[config.mk]
export PLATFORM = sky130hd
export DESIGN_NAME = magnetron_pwm_ctrl
export DESIGN_NICKNAME = d
export VERILOG_FILES = /design/src/rtl/magnetron_pwm_ctrl.sv
export SDC_FILE = /design/constraint.sdc
export NUM_CORES = 1
export LEC_CHECK = 0
export ABC_AREA = 1
export BUFFER_PORTS_ARGS = -buffer_cell sky130_fd_sc_hd__buf_2
export CAP_MARGIN = 20
export CELL_PAD_IN_SITES_DETAIL_PLACEMENT = 0
export CELL_PAD_IN_SITES_GLOBAL_PLACEMENT = 2
export CORE_AREA = 5 5 62 64
export CTS_BUF_LIST = sky130_fd_sc_hd__clkbuf_4 sky130_fd_sc_hd__clkbuf_8
export CTS_CLUSTER_DIAMETER = 100
export DETAILED_ROUTE_END_ITERATION = 6
export DIE_AREA = 0 0 67 69
export GPL_ROUTABILITY_DRIVEN = 1
export PLACE_DENSITY_LB_ADDON = 0.15
export SLEW_MARGIN = 20
export SYNTH_ARGS = -nofsm -noshare
export SYNTH_HDL_FRONTEND = slang
export SYNTH_SLANG_ARGS = --single-unit
[constraint.sdc]
create_clock -name clk -period 2.6 [get_ports clk]
set_input_delay 0.39 -clock clk [delete_from_list [all_inputs] [get_ports clk]]
set_output_delay 0.39 -clock clk [all_outputs]
set_load 0.02 [all_outputs]
[src/rtl/magnetron_pwm_ctrl.sv]
// Magnetron Set/Reset controller: start/stop/clear/door/timer priority, cook/pause FSM, power duty.
// Define DOOR_INTERLOCK_EN to gate Set with the door switch combinationally (zero-cycle cutoff).
module magnetron_pwm_ctrl #(
    parameter int unsigned PWR_W  = 2,
    parameter int unsigned PERIOD = 8
) (
    input  logic             clk,
    input  logic             rst,
    input  logic             comecaN,
    input  logic             pareN,
    input  logic             limpaN,
    input  logic             portafechada,
    input  logic             tdone,
    input  logic             tick,
    input  logic [PWR_W-1:0] potencia,
    output logic             Set,
    output logic             Reset,
    output logic [1:0]       estado,
    output logic [7:0]       fase
);

    // Wide enough for (2^PWR_W) * 255 with no overflow.
    localparam int unsigned OW = PWR_W + 9;

    typedef enum logic [1:0] {
        StIdle  = 2'd0,
        StCook  = 2'd1,
        StPause = 2'd2
    } state_e;

    state_e           state_q, state_d;
    logic [7:0]       fase_q, fase_d;
    logic [PWR_W-1:0] pwr_q, pwr_d;
    logic             comeca_q;
    logic             set_q;
    logic             start_evt;
    logic             fase_wrap;
    logic [OW-1:0]    on_ticks;
    logic             energise;

    assign start_evt = comeca_q & ~comecaN;
    assign fase_wrap = (fase_q == 8'(PERIOD - 1));

    // Priority: clear > tdone > stop > door-open > start.
    always_comb begin
        state_d = state_q;
        unique case (state_q)
            StIdle: begin
                if (start_evt && portafechada && !tdone && pareN && limpaN) begin
                    state_d = StCook;
                end
            end
            StCook: begin
                if (!limpaN || tdone) begin
                    state_d = StIdle;
                end else if (!pareN || !portafechada) begin
                    state_d = StPause;
                end
            end
            StPause: begin
                if (!limpaN || tdone) begin
                    state_d = StIdle;
                end else if (start_evt && portafechada && pareN) begin
                    state_d = StCook;
                end
            end
            default: state_d = StIdle;
        endcase
    end

    always_comb begin
        pwr_d  = pwr_q;
        fase_d = fase_q;
        if (state_q == StIdle && state_d == StCook) begin
            pwr_d = potencia;
        end
        if (state_q == StIdle || state_d == StIdle) begin
            fase_d = 8'd0;
        end else if (state_q == StCook && tick) begin
            fase_d = fase_wrap ? 8'd0 : fase_q + 8'd1;
        end
    end

    // Duty decision looks at next-cycle state so Set tracks inputs with one cycle of latency.
    always_comb begin
        on_ticks = ((OW'(pwr_d) + OW'(1)) * OW'(PERIOD)) >> PWR_W;
        energise = (state_d == StCook) && (OW'(fase_d) < on_ticks) && portafechada;
    end

    always_ff @(posedge clk) begin
        if (rst) begin
            state_q  <= StIdle;
            fase_q   <= 8'd0;
            pwr_q    <= '0;
            comeca_q <= 1'b1;
            set_q    <= 1'b0;
        end else begin
            state_q  <= state_d;
            fase_q   <= fase_d;
            pwr_q    <= pwr_d;
            comeca_q <= comecaN;
            set_q    <= energise;
        end
    end

`ifdef DOOR_INTERLOCK_EN
    assign Set = set_q & portafechada;
`else
    assign Set = set_q;
`endif
    assign Reset  = ~Set;
    assign estado = state_q;
    assign fase   = fase_q;

endmodule
==> summary.md <==
| Metric | Value |
|---|---|
| Status | finished clean |
| Mapped Cells | 132 |
| WHS Endpoint | comeca_q |
| Mean Syn Cell Area | 6.69 um2 |
| Yosys warnings | 0 |
| Multiplexer area fraction after synthesis | 0% |
| Initial antenna violation count | 0 |
| Pwr per Cell Area | 375 nW/um2 |
| Max VDD drop | 0.248 mV |
| Final setup vio count | 0 |
| Mean routed wirelength per cell | 10.1 um |
| CP Capture Type | flip-flop |
| Largest net degree at the start of global routing | 9 |
| Largest family of logic cells by synthesized area | simple AND/OR/NAND/NOR gates |
| # DRC | 0 |
| I/O Pins | 22 |
| DIE AREA | 4620 um2 |
| Synth Area in Compound Gates | 6.23% |
| NumNets Final | 170 |
| Final worst path period need | 2.24 ns |
| Synth Area in Adders | 5.67% |
| Clock latency on the worst-skew pair | 0.28 ns |
| CP Max Fanout | 7 |
| Synth Area in XOR/XNOR | 1.98% |
| Pins Over Slew Limit | 0 |
| H-tree depth | 1 |
| Initial Utilization | 27.3% |
| Post-synthesis sequential area ratio | 31.7% |
| Share of cells above drive strength 1 | 26.5% |
| Port-buffer cells | 21 |
| Worst Reg-to-Reg Cells | 16 |
| Vias | 841 |
| CTS tree | done |
| Syn nets | 146 |
| Worst r2r src | estado[0] |
| Final setup TNS | 0 ns |
| Post-Route Skew | 0.00141 ns |
| Distinct cells, synth | 28 |
| Root Driver | clkbuf_4 |
| Cts bufs inserted | 3 |
| Final hold violation count | 0 |
| Core area | 3230 um2 |
| Post-CTS Setup Bufs | 0 |
| First-pass GRT wire length | 3.75 mm |
| Hold_sp | comecaN |
| Placer congestion estimate | 0.759 |
| Hpwl dp | 1.70 mm |
| Startpoint Class | flip-flop |
| Fin crit share | 86.3% |
| Via/cell ratio | 4.18 |
| Fmax | 446 MHz |
| Crit path required time | 2.83 ns |
| Setup WS pre-CTS | 0.196 ns |
| Global Route Usage Sum | 10.3% |
| Post-CTS Resized | 0 |
| Total gr overflow | 0 |
| CTS Hold Bufs | 0 |
| RSZ-0062 raised after global routing | no |
| Diodes inserted | 0 |
| Clk slew on worst S/H paths | 0.09 ns |
| Vias in the first global route | 840 |
| Pleak | 0.521 nW |
| Mapped cell area | 883 um2 |
| Reg-to-reg setup timing slack | 0.36 ns |
| Max-Cap Viols | 0 |
| Post-route cell area | 1070 um2 |
| Max-slew headroom | 80.8% |
| Final WS setup | 0.356 ns |
| Starting DRC count in detailed routing | 25 |
| Post-Place Cell Area | 1040 um2 |
| P&R area growth vs syn | 21.5% |
| ANT nets after route | 0 |
| Min-delay worst type | input port to flip-flop |
| FF-to-FF End | Set |
| Cell row count | 21 |
| Post-synthesis simple-gate area fraction | 44.1% |
| Hold Crit Depth | 3 |
| Data arrival, critical path | 2.47 ns |
| CTS Sinks | 14 |
| Die width | 67 um |
| WS Path Type | flip-flop to flip-flop |
| Worst-margin pin slew | 0.285 ns |
| Final wirelength | 2.04 mm |
| Die height | 69 um |
| Clk buf depth | 2 |
| Drt first pass iters | 4 |
| Yosys reg bits | 14 |
critical path, stage by stage, from the launching register on:
cell and delay, ns:
dfxtp_1 0.39, nand2_1 0.09, inv_1 0.04, nor2_1 0.11, nand3b_2 0.15, nor2_4 0.18
or2_1 0.14, inv_2 0.04, a21oi_1 0.12, ha_1 0.17, inv_1 0.04, ha_1 0.29
nand2_1 0.07, nand3b_1 0.08, nor2_1 0.13, nand3_2 0.08, nor2_2 0.07
worst max path at each step:
stage,startpoint,endpoint,slack (ns),depth (start not counted)
finish,estado[0],Set,0.36,16
global route,estado[0],Set,0.08,16
CTS,estado[0],Set,0.30,16
detailed placement,tdone,Set,0.20,17
global placement,tdone,Set,0.24,17
floorplan,estado[0],Set,0.45,15
layout make-up:
cell class	count	area [um2]
tap	46	57.6
clock buffer	4	36.3
timing repair buffer	21	105
sequential	14	280
multi-input combinational	94	512
fill	386	2160
inverter	22	82.6
flip-flops by register name, indices dropped and copies added (netlist names):
name and count:
estado 2, comeca_q 1, fase 8, pwr_q 2
Set 1
power breakdown:
| part | internal, mW | switching [mW] |
|---|---|---|
| registers | 0.216 | 0.000680 |
| clock network | 0.0852 | 0.0755 |
| logic | 0.0107 | 0.0149 |
| total | 0.312 | 0.0912 |
Yosys cell counts, drive strengths merged:
library cell	count	area share (%)
nand4	2	2.1
inv	22	9.3
nor2	26	13
nand3	9	6.2
a211oi	1	1.4
nand2	35	16
xor2	1	0.99
xnor2	1	0.99
nand3b	2	2.1
buf	1	0.57
nor3	5	2.8
clkbuf	1	0.42
ha	4	5.7
dfxtp	14	32
a21oi	3	2.1
o21ai	1	0.99
a21o	1	0.85
or2	2	1.4
o21bai	1	0.85
per-stage QoR:
stage	util [%]	total power [mW]	hold WS (ns)	instances
floorplan	-	0.237	0.472	132
global placement	32.1	0.247	0.498	197
detailed placement	32.1	0.248	0.507	197
CTS	33.2	0.417	0.269	201
global route	33.2	0.430	0.284	201
finish	33.2	0.403	0.289	201
routing by layer:
| layer | global-route usage (%) | vias to the layer above | part of all wire, % | routed length (um) |
|---|---|---|---|---|
| met5 | 0 | - | 0 | 0 |
| met4 | 3.15 | 0 | 1.2 | 24 |
| met3 | 3.57 | 4 | 5.0 | 101 |
| met2 | 16.0 | 17 | 47 | 957 |
| met1 | 13.3 | 365 | 47 | 952 |
| li1 | - | 455 | - | - |
layout by cell type, fill, tap and decap left out:
cell / n
clkbuf_4: 3
o21bai_1: 1
or2_1: 1
nand4_2: 1
a21oi_2: 1
a21oi_1: 2
o21ai_2: 1
nand3b_1: 1
inv_1: 21
dfxtp_1: 14
nand2_1: 31
nand4_1: 1
clkbuf_8: 1
xnor2_1: 1
nor3_1: 5
a21o_1: 1
nand2_2: 4
inv_2: 1
ha_1: 4
nor2_4: 2
nor2_1: 22
a211oi_2: 1
nor2_2: 2
nand3_2: 2
or2_0: 1
nand3b_2: 1
xor2_1: 1
buf_2: 21
nand3_1: 7
cells by family (layout without fill, tap and decap cells):
logic type | after synthesis | after routing
simple gates | 81 | 81
fa+ha+maj | 4 | 4
xor+xnor | 2 | 2
flops | 14 | 14
buf+inv | 24 | 47
compound gates | 7 | 7
(Power assumes the default switching activity.)
